$ cat src/rtl/sfx_scheduler.sv
// sfx_scheduler
// Shares one tone generator between background music and N_REQ sound-effect
// requesters. While idle the music note passes straight through. A request
// plays that effect's note for len ticks, inserts a short silent gap, and
// then returns to music. A higher requester index wins when several requests
// are pending. Effects are never pre-empted, and requests that arrive
// meanwhile are held as pending.
//
// Ports
//   i_clk          system clock
//   i_reset_n      synchronous active-low reset
//   i_req          per-requester request, sampled every clock
//   i_req_note     note code of requester i at [i*NOTE_W +: NOTE_W]
//   i_req_len      duration in ticks of requester i at [i*LEN_W +: LEN_W]
//   i_music_note   background music note code
//   i_music_valid  music note valid
//   i_mute         forces o_note_en low; scheduling carries on unchanged
//   o_note_out     note code to the tone generator
//   o_note_en      tone generator enable
//   o_grant        one-hot index of the effect being loaded/played, else 0
//   o_busy         high while loading, playing or in the gap
//   o_done         one-cycle pulse in the first cycle after an effect ends
//   o_done_id      index of the finished effect, valid with o_done
module sfx_scheduler #(
  parameter int N_REQ    = 4,
  parameter int NOTE_W   = 6,
  parameter int LEN_W    = 4,
  parameter int TICK_DIV = 4194304,
  parameter int GAP_CYC  = 1024,
  localparam int ID_W    = (N_REQ > 1) ? $clog2(N_REQ) : 1
) (
  input  logic                    i_clk,
  input  logic                    i_reset_n,
  input  logic [N_REQ-1:0]        i_req,
  input  logic [N_REQ*NOTE_W-1:0] i_req_note,
  input  logic [N_REQ*LEN_W-1:0]  i_req_len,
  input  logic [NOTE_W-1:0]       i_music_note,
  input  logic                    i_music_valid,
  input  logic                    i_mute,
  output logic [NOTE_W-1:0]       o_note_out,
  output logic                    o_note_en,
  output logic [N_REQ-1:0]        o_grant,
  output logic                    o_busy,
  output logic                    o_done,
  output logic [ID_W-1:0]         o_done_id
);

  localparam int PRE_W = (TICK_DIV > 1) ? $clog2(TICK_DIV) : 1;
  localparam logic [PRE_W-1:0] PRE_LAST = PRE_W'(TICK_DIV - 1);
  localparam int GAP_W = (GAP_CYC > 1) ? $clog2(GAP_CYC) : 1;
  localparam logic [GAP_W-1:0] GAP_LAST = GAP_W'((GAP_CYC > 0) ? GAP_CYC - 1 : 0);
  localparam logic [N_REQ-1:0] ONE_HOT0 = N_REQ'(1);

  typedef enum logic [1:0] {S_IDLE, S_LOAD, S_PLAY, S_GAP} state_t;

  state_t              r_state;
  state_t              w_nextState;
  logic [N_REQ-1:0]    r_pending;
  logic [NOTE_W-1:0]   r_capNote [N_REQ];
  logic [LEN_W-1:0]    r_capLen  [N_REQ];
  logic [ID_W-1:0]     r_grantIdx;
  logic [NOTE_W-1:0]   r_noteReg;
  logic [LEN_W-1:0]    r_remaining;
  logic [PRE_W-1:0]    r_prescale;
  logic [GAP_W-1:0]    r_gapCnt;
  logic                r_done;
  logic [ID_W-1:0]     r_doneId;

  logic [ID_W-1:0]     w_sel;
  logic                w_anyPending;
  logic                w_lastTick;
  logic                w_gapEnd;

  // Highest pending index wins: later loop iterations overwrite earlier ones.
  always_comb begin
    w_sel = '0;
    for (int i = 0; i < N_REQ; i++) begin
      if (r_pending[i]) w_sel = ID_W'(i);
    end
  end

  assign w_anyPending = |r_pending;
  assign w_lastTick   = (r_prescale == PRE_LAST) && (r_remaining == LEN_W'(1));
  assign w_gapEnd     = (r_gapCnt == GAP_LAST);

  always_ff @(posedge i_clk) begin
    if (!i_reset_n) begin
      r_state     <= S_IDLE;
      r_pending   <= '0;
      r_grantIdx  <= '0;
      r_noteReg   <= '0;
      r_remaining <= '0;
      r_prescale  <= '0;
      r_gapCnt    <= '0;
      r_done      <= 1'b0;
      r_doneId    <= '0;
      for (int i = 0; i < N_REQ; i++) begin
        r_capNote[i] <= '0;
        r_capLen[i]  <= '0;
      end
    end else begin
      r_state <= w_nextState;
      r_done  <= 1'b0;

      // A new request wins over the clear done while loading that index, so
      // a re-trigger during LOAD is queued rather than lost.
      for (int i = 0; i < N_REQ; i++) begin
        if (i_req[i]) begin
          r_pending[i] <= 1'b1;
          r_capNote[i] <= i_req_note[i*NOTE_W +: NOTE_W];
          r_capLen[i]  <= i_req_len[i*LEN_W +: LEN_W];
        end else if ((r_state == S_LOAD) && (w_sel == ID_W'(i))) begin
          r_pending[i] <= 1'b0;
        end
      end

      case (r_state)
        S_LOAD: begin
          r_grantIdx  <= w_sel;
          r_noteReg   <= r_capNote[w_sel];
          // A zero length still plays one tick.
          r_remaining <= (r_capLen[w_sel] == '0) ? LEN_W'(1) : r_capLen[w_sel];
          r_prescale  <= '0;
        end
        S_PLAY: begin
          if (r_prescale == PRE_LAST) begin
            r_prescale  <= '0;
            r_remaining <= r_remaining - LEN_W'(1);
            if (r_remaining == LEN_W'(1)) begin
              r_done   <= 1'b1;
              r_doneId <= r_grantIdx;
              r_gapCnt <= '0;
            end
          end else begin
            r_prescale <= r_prescale + PRE_W'(1);
          end
        end
        S_GAP: begin
          if (!w_gapEnd) r_gapCnt <= r_gapCnt + GAP_W'(1);
        end
        default: ;
      endcase
    end
  end

  always_comb begin
    w_nextState = r_state;
    case (r_state)
      S_IDLE: if (w_anyPending) w_nextState = S_LOAD;
      S_LOAD: w_nextState = S_PLAY;
      S_PLAY: begin
        if (w_lastTick) begin
          if (GAP_CYC > 0)       w_nextState = S_GAP;
          else if (w_anyPending) w_nextState = S_LOAD;
          else                   w_nextState = S_IDLE;
        end
      end
      S_GAP: begin
        if (w_gapEnd) w_nextState = w_anyPending ? S_LOAD : S_IDLE;
      end
      default: w_nextState = S_IDLE;
    endcase
  end

  // Outputs are held at their reset values while reset is asserted, so the
  // tone generator is silenced immediately, even before the first clock edge.
  always_comb begin
    o_note_out = '0;
    o_note_en  = 1'b0;
    o_grant    = '0;
    o_busy     = 1'b0;
    o_done     = 1'b0;
    o_done_id  = '0;
    if (i_reset_n) begin
      o_done    = r_done;
      o_done_id = r_doneId;
      case (r_state)
        S_IDLE: begin
          o_note_out = i_music_note;
          o_note_en  = i_music_valid & ~i_mute;
        end
        S_LOAD: begin
          o_grant = ONE_HOT0 << w_sel;
          o_busy  = 1'b1;
        end
        S_PLAY: begin
          o_note_out = r_noteReg;
          o_note_en  = ~i_mute;
          o_grant    = ONE_HOT0 << r_grantIdx;
          o_busy     = 1'b1;
        end
        S_GAP: o_busy = 1'b1;
        default: ;
      endcase
    end
  end

endmodule

$ cat config.mk
export PLATFORM = sky130hd
export DESIGN_NAME = sfx_scheduler
export DESIGN_NICKNAME = d
export VERILOG_FILES = /design/src/rtl/sfx_scheduler.sv
export SDC_FILE = /design/constraint.sdc
export NUM_CORES = 1
export LEC_CHECK = 0
export ABC_AREA = 1
export CORE_MARGIN = 2
export CORE_UTILIZATION = 50
export CTS_CLUSTER_DIAMETER = 40
export DETAILED_ROUTE_END_ITERATION = 10
export PLACE_DENSITY_LB_ADDON = 0.05
export SLEW_MARGIN = 5
export SYNTH_ARGS = -nofsm -noshare
export SYNTH_HDL_FRONTEND = slang
export SYNTH_SLANG_ARGS = --single-unit
export TNS_END_PERCENT = 10
$ cat constraint.sdc
create_clock -name i_clk -period 1.7 [get_ports i_clk]
set_input_delay 0.17 -clock i_clk [delete_from_list [all_inputs] [get_ports i_clk]]
set_output_delay 0.17 -clock i_clk [all_outputs]
set_load 0.1 [all_outputs]
Yosys cells after proc, flatten, opt, wreduce, memory -nomap -nowiden
Memories as Yosys holds them, arrays and structs flattened. A register that Yosys moved wholly into a read port is not among the register bits. Cells that the tools add are included.

Eq/ne operators: 15. Reduce and logical (&&, ||, !) cells: 22. Add/sub/neg operators: 3. Bitwise gates (word level): 10. Mux-type cells: 57. Shifts and indexed selects: 2.

Operators by type and width (number): 22-bit one-hot mux with 2 select lines (1); 10-bit 2-to-1 mux (3); 6-bit 2-to-1 mux (5); 1-bit 2-to-1 mux (28); 4-bit 2-to-1 mux (7); 22-bit by 1-bit adder with 22-bit output, second input constant (1); 22-bit equality test, second input constant (1); 22-bit 2-to-1 mux (1); 10-bit one-hot mux with 2 select lines (1); 4-bit one-hot mux with 2 select lines (2); 2-bit 2-to-1 mux (6); 2-bit inequality test, second input constant (6); 6-bit one-hot mux with 2 select lines (1); 2-bit nonzero test (6); 10-bit by 1-bit adder with 10-bit output, second input constant (1); 10-bit equality test, second input constant (1); 3-bit AND reduction (3); 2-bit equality test, second input constant (4); 1-bit bitwise OR (8); 2-bit one-hot mux with 4 select lines (1); 1-bit by 2-bit left shift with 4-bit output, first input constant (2); 1-bit logical AND (5); 2-bit by 1-bit equality test with 1-bit output, second input constant (2); 4-bit by 1-bit equality test with 1-bit output, second input constant (1); other kinds (11) (12).

Word-level logic and storage cells: 122. Input bits: 54. Memories kept: 2. Bits in writable memories: 40. Output and inout port bits: 15. Flip-flop bits (word level): 47.

Memory list: r_capNote (words 4, bits a word 6, read ports 1, clocked after memory_dff 1, wr ports 4, RTL line 59) `logic [NOTE_W-1:0] r_capNote [N_REQ];`; r_capLen (words 4, bits a word 4, read ports 1, clocked after memory_dff 0, wr ports 4, RTL line 60) `logic [LEN_W-1:0] r_capLen [N_REQ];`.

Longest topological paths before layout
Gate-level depths: netlist of the first run.

Depth in word-level cells: 7. Gate-level depth with buffers: 12.

Worst setup path after synthesis of the first run
OpenSTA, ideal clock, no wires.

Kind: reg2out. From: reg r_state[0]. To: out o_note_en. Path slack: -1.644 ns. Data required time: 1.530 ns. Stages on the path, launching flop included: 7. Arrival time: 3.174 ns. Path buffers: 2. Path through: dfxtp_1 inv_1 ha_1 clkbuf_8 clkbuf_1 a21oi_1 nor3_1.

Longest elaborated chain between the ends: 3. Elaborated cells between the ends (all ways): 4.

RTL lines: start, declared (RTL line 56) `state_t r_state;`; start signal, assigned (RTL line 102) `r_state <= w_nextState;`; 2-bit equality test / 2-bit logical NOT (equally long branches) (RTL line 177) `case (r_state)`; 1-bit one-hot mux with 2 select lines (*) (RTL line 177); 1-bit 2-to-1 mux (*) (RTL line 174) `if (i_reset_n) begin`; end, declared (RTL line 41) `output logic o_note_en,`.

Every way passes the cells marked *; elsewhere a longest branch is shown, timed or not.

Worst setup path after layout of the first run
From: reg r_state[0]. To: out o_grant[2].

Longest elaborated chain between the ends: 3. Elaborated cells between the ends (all ways): 4.

RTL lines: 2-bit equality test / 2-bit by 1-bit equality test with 1-bit output (equally long branches) (RTL line 177); 4-bit one-hot mux with 2 select lines (*) (RTL line 177); 4-bit 2-to-1 mux (*) (RTL line 174); end, declared (RTL line 42) `output logic [N_REQ-1:0] o_grant,`.

Marks and branches as above.

==> results of run 1 <==
[timing repair]
action | 4_1_cts | 5_1_grt
pin swaps | 8 | 9
gates resized for setup | 18 | 23
setup endpoints to repair | 11 | 47
gates cloned | 0 | 0
setup buffers | 3 | 5
endpoints found under the hold margin | 0 | 0
hold buffers | 0 | 0
[final cells by class]
type | count | area [µm²] | area share, %
clock inverter | 6 | 71.3 | 1.07
clock buffer | 10 | 138 | 2.06
multi-input combinational | 441 | 2440 | 36.5
inverter | 95 | 357 | 5.33
tap | 133 | 166 | 2.49
sequential | 93 | 2270 | 33.9
timing repair buffer | 114 | 1250 | 18.7
[logic make-up after synthesis]
| logic type | Yosys count | synth area share, % |
|---|---|---|
| buffers and inverters | 114 | 9.66 |
| xor gates and xnor gates | 15 | 2.66 |
| and+or+nand+nor | 353 | 31.9 |
| adders and majority gates | 8 | 2.03 |
| AOI/OAI and AO/OA | 65 | 7.94 |
| DFF | 93 | 45.8 |
[worst max-delay path: stages, from the launching register on]
cell and delay [ps]:
sky130_fd_sc_hd__dfxtp_2 340, sky130_fd_sc_hd__inv_2 40, sky130_fd_sc_hd__buf_6 110, sky130_fd_sc_hd__ha_4 270, sky130_fd_sc_hd__nand2_4 50, sky130_fd_sc_hd__or2_4 270, sky130_fd_sc_hd__nor2_4 130, sky130_fd_sc_hd__buf_12 180
[power breakdown]
part / total (mW) / internal [mW] / switching (mW)
logic: 3.71 / 1.55 / 2.16
registers: 2.75 / 2.58 / 0.165
clock network: 1.54 / 0.730 / 0.806
total: 7.99 / 4.86 / 3.13
[worst max path at each step]
| stage | from | endpoint | slack (ps) | cells after the start |
|---|---|---|---|---|
| floorplan | r_state[0]$_SDFFE_PN0P_ | o_note_en | -150 | 6 |
| global placement | i_reset_n | r_capNote[3][4]$_SDFFCE_PN0P_ | 80 | 4 |
| detailed placement | r_state[1]$_SDFFE_PN0P_ | r_prescale[15]$_SDFFE_PN0N_ | 30 | 11 |
| CTS | r_state[0]$_SDFFE_PN0P_ | o_grant[3] | -240 | 9 |
| global route | r_state[0]$_SDFFE_PN0P_ | o_grant[2] | -270 | 7 |
| finish | r_state[0]$_SDFFE_PN0P_ | o_grant[2] | -220 | 7 |
[layer usage]
| layer | routed length (µm) | up-vias | GRT usage, % |
|---|---|---|---|
| met5 | 0 | - | 0 |
| met1 | 4730 | 1959 | 26.6 |
| li1 | - | 2266 | - |
| met2 | 5550 | 97 | 38.0 |
| met3 | 398 | 27 | 2.96 |
| met4 | 310 | 0 | 9.72 |
[cells in the final DEF (no fill, tap or decap), types with 6 or more instances in the layout]
cell	count
sky130_fd_sc_hd__xor2_1	12
sky130_fd_sc_hd__nand3_1	29
sky130_fd_sc_hd__clkdlybuf4s50_1	53
sky130_fd_sc_hd__clkbuf_8	10
sky130_fd_sc_hd__a21oi_4	7
sky130_fd_sc_hd__a21oi_2	8
sky130_fd_sc_hd__a21oi_1	14
sky130_fd_sc_hd__inv_1	89
sky130_fd_sc_hd__buf_4	37
sky130_fd_sc_hd__nor3_1	11
sky130_fd_sc_hd__o21ai_0	21
sky130_fd_sc_hd__nand3_2	10
sky130_fd_sc_hd__nor2_4	8
sky130_fd_sc_hd__ha_1	6
sky130_fd_sc_hd__a41oi_1	6
sky130_fd_sc_hd__edfxtp_1	40
sky130_fd_sc_hd__nand2_2	11
sky130_fd_sc_hd__dfxtp_1	50
sky130_fd_sc_hd__buf_12	19
sky130_fd_sc_hd__nand2_1	125
sky130_fd_sc_hd__nand4_1	6
sky130_fd_sc_hd__nor2_1	119
sky130_fd_sc_hd__nor2_2	9
[state kept, by name, indices dropped and copies added (netlist names)]
| name | count |
|---|---|
| r_done | 1 |
| r_remaining | 4 |
| r_state | 2 |
| r_noteReg | 6 |
| r_doneId | 2 |
| r_capLen | 16 |
| r_grantIdx | 2 |
| r_pending | 4 |
| r_gapCnt | 10 |
| r_prescale | 22 |
| r_capNote | 24 |
[per-stage QoR]
stage               cells  util [%]  setup TNS, ps  area [µm²]
finish                892      69.1          -1930        6690
global route          892      69.1          -3740        6690
CTS                   887      67.8          -2240        6570
detailed placement    868      64.8              0        6280
global placement      868      64.8              0        6280
floorplan             648         -           -596        5090
==> metrics.log, run 1 <==
[metrics] relative max-transition margin: 70.7%
[metrics] minimum clock period: 1920 ps
[metrics] number of rows created at floorplan: 36
[metrics] max-cap violations: 0
[metrics] top cells by count, synth: 133 x sky130_fd_sc_hd__nand2_1, 131 x sky130_fd_sc_hd__nor2_1, 92 x sky130_fd_sc_hd__inv_1
[metrics] number of nets in the layout: slightly above 800
[metrics] clk_skew: 8.87 ps
[metrics] Async S/R FF share, synth: 0%
[metrics] Core Box Area: around 9700 µm²
[metrics] Critical Path AT: between 1500 and 2000 ps
[metrics] source of the worst register-to-register timing path: r_state[0]$_SDFFE_PN0P_
[metrics] hold path startpoint: i_req_note[1]
[metrics] setup repair after global routing missed its margin: true
[metrics] endpoint required time on the critical path: between 1500 and 2000 ps
[metrics] worst vdd ir: 570 µV
[metrics] remaining design rule violation count: 0
[metrics] count of endpoints failing setup in the final report: 14
[metrics] maximum buffer depth of the clock tree: 2
[metrics] worst reg2reg path depth: 13
[metrics] ant diodes: 0
[metrics] floorplan die area: approximately 11000 µm²
[metrics] worst min path class: in -> reg
[metrics] number of buffers created by CTS: 9
[metrics] weighted congestion reported at the end of routability-driven placement: ~0.98
[metrics] number of instances in the synthesized netlist: around 650
[metrics] top cells by area, synth: sky130_fd_sc_hd__edfxtp_1 24%, sky130_fd_sc_hd__dfxtp_1 22%, sky130_fd_sc_hd__nand2_1 10%
[metrics] maximum level of the CTS H-tree: 3
[metrics] wire length of the first global-routing pass: around 18000 µm
[metrics] fraction of layout instances using a drive strength above 1: a little over a fifth
[metrics] maximum number of pins on one net before global-route repair: 26
[metrics] first-pass detailed-route iteration total: 5
[metrics] total clock sinks: 93
[metrics] Final Hold Fails: 0
[metrics] FMAX: 522 MHz
[metrics] count of flip-flops with a built-in enable after synthesis: 40
[metrics] dominant cell type by area after synthesis: sky130_fd_sc_hd__edfxtp_1
[metrics] register bit total from synthesis: 93
[metrics] number of warnings issued by yosys: 0
[metrics] clock-pin transition on the worst setup and hold timing paths: roughly 100 ps
[metrics] Max FO, Critical Path: 2
[metrics] post-synth cell types: 39
[metrics] total wire length after detailed routing: 11000 µm
[metrics] number of vias in the routed layout: about 4300
[metrics] Clock Tree Root: sky130_fd_sc_hd__clkbuf_8
[metrics] share of synthesized area occupied by flip-flops and latches: 45.8%
[metrics] final routed wire length divided by cell count: roughly 12 µm
[metrics] power per standard cell area: between 1000 and 1500 nW/µm²
[metrics] later-pin clock latency in the skew report: 360 ps
[metrics] number of top-level design ports: just under 70
[metrics] net count of the mapped netlist: approximately 700
[metrics] Starting Density: between 50 and 60%
[metrics] outcome: complete, but fails checks
[metrics] count of port buffers added during placement: 68
[metrics] synthesized area per cell: approximately 7.6 µm²
[metrics] static leakage power: 2.82 nW
[metrics] Synth top area share: roughly a quarter
[metrics] failing checks: negative setup slack
[metrics] clock tree from TritonCTS: built
[metrics] prevailing post-synth register cell: sky130_fd_sc_hd__dfxtp_1
[metrics] Setup crit end kind: output port
[metrics] 1st-iter DRT viols: about 170
[metrics] total gr overflow: 0
[metrics] worst r2r dst: r_prescale[15]$_SDFFE_PN0N_
[metrics] Period Utilization, post-route: 113%
[metrics] most common cell in the netlist: sky130_fd_sc_hd__nand2_1
[metrics] via density per instance: approximately 5
[metrics] worst slew pin tran: roughly 430 ps
[metrics] chip width: about 100 µm
[metrics] end point of the worst hold path: r_capNote[0][1]$_SDFFCE_PN0P_
[metrics] Post-Syn Area: 4930 µm²
[metrics] nature of the critical path startpoint: flip-flop
[metrics] P&R area growth vs syn: 35.6%
[metrics] overall die height: around 100 µm
[metrics] initial antenna violation count: 0
[metrics] Placement Setup Slack: ~34 ps
[metrics] total track usage: between 20 and 25%
[metrics] Hold Worst Slack: ~430 ps
[metrics] post-layout total power: approximately 8 mW
[metrics] remaining number of nets flagged by the antenna check after routing: 0
[metrics] total count of max-transition violations in the final report: 0
[metrics] setup slack after layout: -216 ps
[metrics] count of filler cells inserted in the layout: roughly 800
[metrics] vias in the first global route: 4055
[metrics] cell count of the worst hold path: 3
[metrics] category of the most critical setup path: reg -> out
[metrics] reg-to-reg slack, setup: -90 ps
[metrics] half-perimeter wire length of the detailed placement result: about 8300 µm
(Power assumes the default switching activity.)
==> inputs of run 2 (changes only) <==
- CTS_CLUSTER_SIZE: not set -> 14
- SLEW_MARGIN: 5 -> not set
==> results of run 2 <==
No change in the layout: final DEF, timing and power equal those of run 1.
